`src/rtl/mtd_fifo_reader.sv`:
```
// mtd_fifo_reader: drains the MTD read-side FIFO and packs words into framed
// valid/ready stream: SYNC_WORD, {seq, FRAME_LEN}, FRAME_LEN payload words, checksum.
module mtd_fifo_reader #(
  parameter int unsigned FRAME_LEN = 8,
  parameter logic [15:0] SYNC_WORD = 16'hEB90
) (
  input  logic        RCLK,
  input  logic        RST,
  input  logic [15:0] FIFO_Q,
  input  logic        FIFO_EMPTY,
  output logic        FIFO_RE,
  output logic [15:0] OUT_DATA,
  output logic        OUT_VALID,
  input  logic        OUT_READY,
  output logic        OUT_SOF,
  output logic        OUT_EOF
);

  localparam int unsigned DW = 16;
  localparam int unsigned CW = 8;
  localparam logic [CW-1:0] LEN_C  = CW'(FRAME_LEN);
  localparam logic [CW-1:0] LAST_C = CW'(FRAME_LEN - 1);

  typedef enum logic [2:0] {IDLE, HDR, SEQ, DATA, CSUM} state_t;

  state_t          state_q, state_d;
  logic [CW-1:0]   seq_q, seq_d;
  logic [DW-1:0]   csum_q, csum_d;
  logic [CW-1:0]   req_q, req_d;
  logic [CW-1:0]   sent_q, sent_d;
  logic [DW-1:0]   buf0_q, buf0_d, buf1_q, buf1_d;
  logic [1:0]      cnt_q, cnt_d;
  logic            infl_q, infl_d;
  logic [DW-1:0]   out_data_q, out_data_d;
  logic            out_valid_q, out_valid_d;
  logic            out_sof_q, out_sof_d;
  logic            out_eof_q, out_eof_d;
  logic            re_c, hs_c, pop_c;

  // Read enable is decoded from the live empty flag so it can never fire on an empty FIFO.
  always_comb begin
    re_c = !RST && (state_q inside {HDR, SEQ, DATA}) && !FIFO_EMPTY &&
           (req_q < LEN_C) && ((3'(cnt_q) + 3'(infl_q)) < 3'd2);
  end

  // Next-state: skid buffer update, frame sequencing and registered output words.
  always_comb begin
    state_d     = state_q;
    seq_d       = seq_q;
    csum_d      = csum_q;
    req_d       = req_q + {7'd0, re_c};
    sent_d      = sent_q;
    buf0_d      = buf0_q;
    buf1_d      = buf1_q;
    cnt_d       = cnt_q;
    infl_d      = re_c;
    out_data_d  = out_data_q;
    out_valid_d = out_valid_q;
    out_sof_d   = out_sof_q;
    out_eof_d   = out_eof_q;

    hs_c  = out_valid_q && OUT_READY;
    pop_c = (state_q == DATA) && hs_c;

    // Head is the word on OUT_DATA; it leaves only on a payload handshake.
    if (pop_c) begin
      buf0_d = buf1_q;
      cnt_d  = cnt_q - 2'd1;
    end
    if (infl_q) begin
      if (cnt_d == 2'd0) buf0_d = FIFO_Q;
      else               buf1_d = FIFO_Q;
      cnt_d = cnt_d + 2'd1;
    end

    unique case (state_q)
      IDLE: begin
        out_valid_d = 1'b0;
        out_sof_d   = 1'b0;
        out_eof_d   = 1'b0;
        if (!FIFO_EMPTY) begin
          state_d     = HDR;
          out_valid_d = 1'b1;
          out_data_d  = SYNC_WORD;
          out_sof_d   = 1'b1;
        end
      end
      HDR: begin
        if (hs_c) begin
          state_d    = SEQ;
          out_data_d = {seq_q, LEN_C};
          out_sof_d  = 1'b0;
        end
      end
      SEQ: begin
        if (hs_c) begin
          state_d     = DATA;
          out_valid_d = (cnt_d != 2'd0);
          out_data_d  = buf0_d;
        end
      end
      DATA: begin
        out_valid_d = (cnt_d != 2'd0);
        out_data_d  = buf0_d;
        if (pop_c) begin
          csum_d = csum_q + out_data_q;
          sent_d = sent_q + 8'd1;
          if (sent_q == LAST_C) begin
            state_d     = CSUM;
            out_valid_d = 1'b1;
            out_data_d  = csum_q + out_data_q;
            out_eof_d   = 1'b1;
          end
        end
      end
      CSUM: begin
        if (hs_c) begin
          state_d     = IDLE;
          out_valid_d = 1'b0;
          out_eof_d   = 1'b0;
          out_data_d  = '0;
          seq_d       = seq_q + 8'd1;
          csum_d      = '0;
          req_d       = '0;
          sent_d      = '0;
        end
      end
      default: state_d = IDLE;
    endcase
  end

  // State register; reset abandons any partial frame and empties the skid buffer.
  always_ff @(posedge RCLK) begin
    if (RST) begin
      state_q     <= IDLE;
      seq_q       <= '0;
      csum_q      <= '0;
      req_q       <= '0;
      sent_q      <= '0;
      buf0_q      <= '0;
      buf1_q      <= '0;
      cnt_q       <= '0;
      infl_q      <= 1'b0;
      out_data_q  <= '0;
      out_valid_q <= 1'b0;
      out_sof_q   <= 1'b0;
      out_eof_q   <= 1'b0;
    end else begin
      state_q     <= state_d;
      seq_q       <= seq_d;
      csum_q      <= csum_d;
      req_q       <= req_d;
      sent_q      <= sent_d;
      buf0_q      <= buf0_d;
      buf1_q      <= buf1_d;
      cnt_q       <= cnt_d;
      infl_q      <= infl_d;
      out_data_q  <= out_data_d;
      out_valid_q <= out_valid_d;
      out_sof_q   <= out_sof_d;
      out_eof_q   <= out_eof_d;
    end
  end

  assign FIFO_RE   = re_c;
  assign OUT_DATA  = out_data_q;
  assign OUT_VALID = out_valid_q;
  assign OUT_SOF   = out_sof_q;
  assign OUT_EOF   = out_eof_q;

endmodule

```
`config.mk`:
```
export PLATFORM = sky130hd
export DESIGN_NAME = mtd_fifo_reader
export DESIGN_NICKNAME = d
export VERILOG_FILES = /design/src/rtl/mtd_fifo_reader.sv
export SDC_FILE = /design/constraint.sdc
export NUM_CORES = 1
export LEC_CHECK = 0
export ABC_CLOCK_PERIOD_IN_PS = 3900
export BUFFER_PORTS_ARGS = -buffer_cell sky130_fd_sc_hd__buf_4
export CORE_ASPECT_RATIO = 0.9
export CORE_MARGIN = 2
export CORE_UTILIZATION = 34
export CTS_BUF_LIST = sky130_fd_sc_hd__clkbuf_4
export CTS_CLUSTER_SIZE = 28
export DETAILED_ROUTE_END_ITERATION = 16
export SLEW_MARGIN = 20
export SYNTH_ARGS = -nofsm -noshare
export SYNTH_HDL_FRONTEND = slang
export SYNTH_SLANG_ARGS = --single-unit
export TNS_END_PERCENT = 30
```
`constraint.sdc`:
```
create_clock -name RCLK -period 3.9 [get_ports RCLK]
set_input_delay 0.78 -clock RCLK [delete_from_list [all_inputs] [get_ports RCLK]]
set_output_delay 0.78 -clock RCLK [all_outputs]
set_load 0.02 [all_outputs]
```
==> impl_metrics.tcl, run 1 <==
set metrics [dict create \
    grt_max_degree 62 \
    ys_async_sr_fraction 0 \
    placed_area_um2 5295 \
    cp_slowest_stage_delay_ns 0.60 \
    path_buf_inv 0 \
    stdcell_area_um2 5448 \
    fin_crit_ns 3.276 \
    worst_slew_pin_slew_ns 0.7997 \
    core_um2 13950 \
    setup-tns-final_ns 0 \
    dp.cells 808 \
    mostFrequentLayoutCell "nand2_1" \
    ctsRootBufferMaster "clkbuf_4" \
    cp-start-kind "flip-flop" \
    yosys_most_used_dff "dfxtp_1" \
    post-cts-setup-buffers 0 \
    dp_slack_ns 0.4701 \
    postSynthAreaPerCell_um2 8.048 \
    synth_edf_count 0 \
    synth_xor_area_frac 0.06803 \
    synth.area.mux_share 0.006208 \
    io_pins 40 \
    setup_viol 0 \
    ys_seq_area_frac 0.4014 \
    max_freq_mhz 305.2 \
    yosys.area_share.simple 0.2349 \
    vias 4403 \
    drt_iter0_markers 350 \
    yosys.area.top_type "dfxtp_1" \
    diodes 0 \
    ff2ff_path_depth 10 \
    synth_cell_types 51 \
    layout_common_cells "101 x nand2_1, 97 x dfxtp_1, 71 x nor2_1" \
    maxSlewHeadroom 0.4663 \
    p_sw_uw 488.4 \
    syn_inst 601 \
    status "finished, final reports clean" \
    synthAdderAreaFrac 0.05587 \
    syn-cell-area_um2 4837 \
    antenna_found_initial 0 \
    cp_cell_sequence "nor2b_2 > nand3_1 > nor2_1 > xnor2_1 > ha_1 > nand2_1 > a31oi_1 > o21ai_0 > a2111oi_0 > a31o_2" \
    clk_pin_slew_ns 0.14 \
    internal_power_mw 1.353 \
    synth-compound-area-share 0.1956 \
    die_area_um2 15200 \
    globalRoute.totalOverflow 0 \
    hp-class "reg2reg" \
    clock_latency_ns 0.46 \
    yosysWarnings 0 \
    clock_path_buffers 2 \
    switching_share 0.2652 \
    rows 41 \
    setup.worst_path.end "OUT_DATA[3]$_SDFFE_PP0P_" \
    firstDrtPassIters 4 \
    fillCellCount 1474 \
    ant_nets 0 \
    path_delay_family "compound AO/OA/AOI/OAI gates" \
    crit_path_max_fanout 17 \
    synth_top_family_by_area "simple AND/OR/NAND/NOR gates" \
    grt_pass1_vias 4115 \
    cts_tree "yes" \
    crit_slowest_cell "dfxtp_1" \
    finalHoldViolations 0 \
    synth_seq_cells 97 \
    syn_nets 642 \
    die_y_um 117.2 \
    cp-end-kind "flip-flop" \
    rr_endpoint "OUT_DATA[3]$_SDFFE_PP0P_" \
    fin_skew_ns 0.01541 \
    critPathKind "reg2reg" \
    leakagePower_nw 2.129 \
    grt_usage 0.1829 \
    p_clk_frac 0.319 \
    grt_first_pass_wirelength_mm 21.58 \
    arrival_ns 3.69 \
    synth_top_area_frac 0.4014 \
    drc 0 \
    cts_hold_buf 0 \
    viasPerCell 5.343 \
    wl_per_cell_um 16.15 \
    r2r_slack_ns 0.62 \
    p_per_area_nw_per_um2 338.1 \
    cp-startpoint "state_q[1]$_SDFFE_PP0P_" \
    maxCapViolations 0 \
    initial_core_util 0.3467 \
    wirelength_mm 13.31 \
    finalCritPeriodShare 0.8400 \
    rsz0062_at_grt "no" \
    worst_slack_ns 0.6239 \
    clkSinkCount 97 \
    fin_cells 824 \
    area_growth_pct 12.62 \
    htree_levels 3 \
    numCtsBuffers 9 \
    place_congestion 0.8589 \
    netlist_top_cells_area "dfxtp_1 40%, nand2_1 7.8%, nor2_1 5.6%" \
    power_frac_comb 0.114 \
    required_ns 4.32 \
    chipWidth_um 129.7 \
    final_nets 667 \
    drive_above_1_share 0.1125 \
    dpl.hpwl_mm 9.673 \
    irDropWorstVdd_v 0.0001443 \
    slew_viol_final 0 \
    cts_resized 0 \
    port_buffers 39 \
    seq_power_share 0.566 \
    cp.depth 10 \
    reg2reg_from "state_q[1]$_SDFFE_PP0P_" \
]
[per-stage QoR]
stage          total power [mW]  hold WS, ns    util
2_1_floorplan             1.187       0.4366       -
3_3_place_gp              1.269       0.4423  0.3793
3_5_place_dp              1.273       0.4493  0.3795
4_1_cts                   1.856       0.4685  0.3904
5_1_grt                   1.914       0.4818  0.3904
6_report                  1.842       0.4655  0.3904
[worst reg2reg max path: cells and delay by family (launching register included)]
| family | cells | cell delay, ns |
|---|---|---|
| adder cells (fa/ha/maj) | 1 | 0.25 |
| flip-flops | 1 | 0.60 |
| AND/OR/NAND/NOR | 4 | 1.06 |
| XOR/XNOR | 1 | 0.19 |
| AO/OA/AOI/OAI | 4 | 1.15 |
[cells in the mapped netlist, types with 2 or more instances]
cell       count
and2_1        19
a22o_1         2
o21ai_0       21
nor2_1        72
a211oi_1       6
nand4_1        5
a22oi_1       15
o21a_1         4
nor3_1         7
nand2_1      101
xnor2_1       17
or3_1          4
a221o_1        4
a221oi_1       4
a211o_1        3
a21oi_1       47
a2111oi_0      3
or2_2          2
nand3_1       19
and3_1        11
o31ai_1        3
ha_1          20
a21boi_0       2
xor2_1        18
inv_1         10
dfxtp_1       97
clkbuf_1      24
a21o_1         4
nor2b_1        3
buf_2          9
a31oi_1       22
mux2i_1        3
o21bai_1       2
[how the worst min path moves through the flow]
stage / start / endpoint / slack [ns] / cells after the start
6_report: buf1_q[11]$_SDFFE_PP0P_ / buf1_q[11]$_SDFFE_PP0P_ / 0.47 / 2
5_1_grt: buf1_q[11]$_SDFFE_PP0P_ / buf1_q[11]$_SDFFE_PP0P_ / 0.48 / 2
4_1_cts: buf1_q[11]$_SDFFE_PP0P_ / buf1_q[11]$_SDFFE_PP0P_ / 0.47 / 2
3_5_place_dp: buf1_q[11]$_SDFFE_PP0P_ / buf1_q[11]$_SDFFE_PP0P_ / 0.45 / 2
3_3_place_gp: buf1_q[9]$_SDFFE_PP0P_ / buf1_q[9]$_SDFFE_PP0P_ / 0.44 / 2
2_1_floorplan: buf1_q[0]$_SDFFE_PP0P_ / buf1_q[0]$_SDFFE_PP0P_ / 0.44 / 2
[layer usage]
| layer | share of wire | GRT usage | wire length (um) |
|---|---|---|---|
| met2 | 0.43 | 0.2845 | 5784 |
| met4 | 0.016 | 0.04373 | 212 |
| met3 | 0.071 | 0.04136 | 942 |
| met1 | 0.48 | 0.2591 | 6368 |
| met5 | 0 | 0 | 0 |
[logic make-up after synthesis]
kind of cell	after synthesis
xor+xnor	36
simple gates	252
fa+ha+maj	21
compound gates	148
buf+inv	44
flops	97
mux	3
[registers in the layout (all words and copies together), names as in the netlist]
register / flops
OUT_DATA: 16
OUT_EOF: 1
OUT_SOF: 1
OUT_VALID: 1
buf0_q: 16
buf1_q: 16
cnt_q: 2
csum_q: 16
infl_q: 1
req_q: 8
sent_q: 8
seq_q: 8
state_q: 3
[power groups by stage]
stage          registers, mW  clock network, mW  logic, mW
6_report                1.04              0.588      0.211
5_1_grt                 1.05              0.634      0.234
4_1_cts                 1.04              0.604      0.210
3_5_place_dp            1.06                  0      0.209
3_3_place_gp            1.06                  0      0.206
2_1_floorplan           1.07                  0      0.122
[area by class of cell]
| cell class | count | area (um2) | share of cell area |
|---|---|---|---|
| Clock buffer | 9 | 67.56 | 0.01240 |
| Clock inverter | 7 | 85.08 | 0.01562 |
| Inverter | 10 | 37.54 | 0.006890 |
| Multi-Input combinational cell | 460 | 2714 | 0.4982 |
| Sequential cell | 97 | 1942 | 0.3565 |
| Tap cell | 193 | 241.5 | 0.04433 |
| Timing Repair Buffer | 48 | 360.3 | 0.06615 |
No activity file was read; power rests on OpenSTA's default activity.
==> inputs of run 2 (changes only) <==
--- a/config.mk
+++ b/config.mk
@@ -5,7 +5,7 @@
 export SDC_FILE = /design/constraint.sdc
 export NUM_CORES = 1
 export LEC_CHECK = 0
-export ABC_CLOCK_PERIOD_IN_PS = 3900
+export ABC_CLOCK_PERIOD_IN_PS = 2720
 export BUFFER_PORTS_ARGS = -buffer_cell sky130_fd_sc_hd__buf_4
 export CORE_ASPECT_RATIO = 0.9
 export CORE_MARGIN = 2
==> constraint.sdc (replaced) <==
create_clock -name RCLK -period 2.72 [get_ports RCLK]
set_input_delay 0.544 -clock RCLK [delete_from_list [all_inputs] [get_ports RCLK]]
set_output_delay 0.544 -clock RCLK [all_outputs]
set_load 0.02 [all_outputs]
==> impl_metrics.tcl, run 2 (synthesis gave the netlist of run 1 again) <==
set metrics [dict create \
    viasPerCell 5.221 \
    crit_path_max_fanout 12 \
    met3WireLength_um 866 \
    clk_pin_slew_ns 0.15 \
    wl_per_cell_um 15.82 \
    clock_latency_ns 0.48 \
    finalHoldViolations 0 \
    fin_skew_ns 0.01931 \
    firstDrtPassIters 5 \
    whs_ns 0.3077 \
    die_area_um2 15200 \
    cp-startpoint "state_q[1]$_SDFFE_PP0P_" \
    htree_levels 3 \
    grt_usage 0.1808 \
    initial_core_util 0.3467 \
    fin_crit_ns 2.559 \
    slew_viol_final 0 \
    drt_iter0_markers 405 \
    clkSinkCount 97 \
    antenna_found_initial 0 \
    leakagePower_nw 2.193 \
    hp-class "in2reg" \
    worst_slew_pin_slew_ns 0.6721 \
    total_power_mw 2.521 \
    whs_path_depth 3 \
    drc 0 \
    routed.top_layer "met4" \
    setup_viol 0 \
    clock_path_buffers 2 \
    finalCritPeriodShare 0.9407 \
    hold_start "FIFO_Q[14]" \
    grt_first_pass_wirelength_mm 21.37 \
    maxSlewHeadroom 0.5519 \
    maxCapViolations 0 \
    final_nets 680 \
    irDropWorstVdd_v 0.0001962 \
    rsz0062_at_grt "no" \
    grt_pass1_vias 4146 \
    core_um2 13950 \
    status "finished, final reports clean" \
    grt_max_degree 63 \
    ctsRootBufferMaster "clkbuf_4" \
    rows 41 \
    layout_common_cells "101 x nand2_1, 96 x dfxtp_1, 72 x nor2_1" \
    drive_above_1_share 0.1366 \
    arrival_ns 2.01 \
    numCtsBuffers 9 \
    dpl.hpwl_mm 9.657 \
    die_y_um 117.2 \
    cp-end-kind "primary output" \
    io_pins 40 \
    vias 4370 \
    required_ns 2.18 \
    cts_hold_buf 0 \
    globalRoute.totalOverflow 0 \
    wirelength_mm 13.24 \
    stdcell_area_um2 5534 \
    max_freq_mhz 390.8 \
    setup-tns-final_ns 0 \
    cts_tree "yes" \
    wl_met1_mm 6.601 \
    port_buffers 39 \
    critPathKind "reg2out" \
    cp-start-kind "flip-flop" \
    fin_cells 837 \
    ff2ff_path_depth 10 \
    post-cts-setup-buffers 0 \
    ant_nets 0 \
    placed_area_um2 5403 \
    p_per_area_nw_per_um2 455.5 \
    area_growth_pct 14.41 \
    chipWidth_um 129.7 \
    place_congestion 0.8928 \
    dp.cells 821 \
    mostFrequentLayoutCell "nand2_1" \
    diodes 0 \
    wl_met2_mm 5.508 \
    reg2reg_from "OUT_DATA[0]$_SDFFE_PP0P_" \
]
## run 2: changes by cell type in the layout (fill, tap and decap cells not counted), sizes merged
cell and change:
buf +13, clkinv -2, clkbuf +4, bufinv -2
## run 2: stage by stage
stage          utilization  setup slack, ns
2_1_floorplan            -         0.001209
3_3_place_gp        0.3872          0.04531
3_5_place_dp        0.3872        -0.002726
4_1_cts             0.3955          0.05442
5_1_grt             0.3966          0.01250
6_report            0.3966           0.1613
## run 2: critical path: stages (launching register included)
cell	delay, ns
dfxtp_1	0.36
buf_4	0.18
nor2_1	0.10
a2111oi_1	0.47
and3_1	0.27
buf_4	0.16
## run 2: layout make-up
cell class / count / area [um2]
clock buffers: 13 / 97.59
clock inverters: 3 / 17.52
fillers: 1458 / 8419
inverters: 10 / 37.54
multi-input cells: 460 / 2726
flip-flops and latches: 97 / 1943
well taps: 193 / 241.5
repair buffers: 61 / 470.5
## run 2: repair_timing
| item | CTS | global route |
|---|---|---|
| resized for setup | 1 | 4 |
| pin swaps | 0 | 1 |
| endpoints found under the hold margin | 0 | 0 |
| endpoints found under the setup margin | 1 | 9 |
## run 2: routing by layer
metal | track usage | vias up
met1 | 0.2612 | 2049
met5 | 0 | -
met4 | 0.06165 | 0
met3 | 0.04091 | 16
met2 | 0.2656 | 126
li1 | - | 2179
## run 2: worst paths after layout
check	slack (ns)	endpoint
worst min register to register	0.47	buf1_q[8]$_SDFFE_PP0P_
worst max register to register	0.26	OUT_DATA[10]$_SDFFE_PP0P_
worst max-delay path	0.16	FIFO_RE
worst min-delay path	0.31	buf1_q[14]$_SDFFE_PP0P_
## run 2: power by group
part	total (mW)	switching, mW	leakage (nW)	internal, mW
Clock	0.705	0.478	0.0694	0.228
Combinational	0.326	0.191	1.34	0.136
Sequential	1.49	0.0318	0.786	1.46
Total	2.52	0.700	2.19	1.82
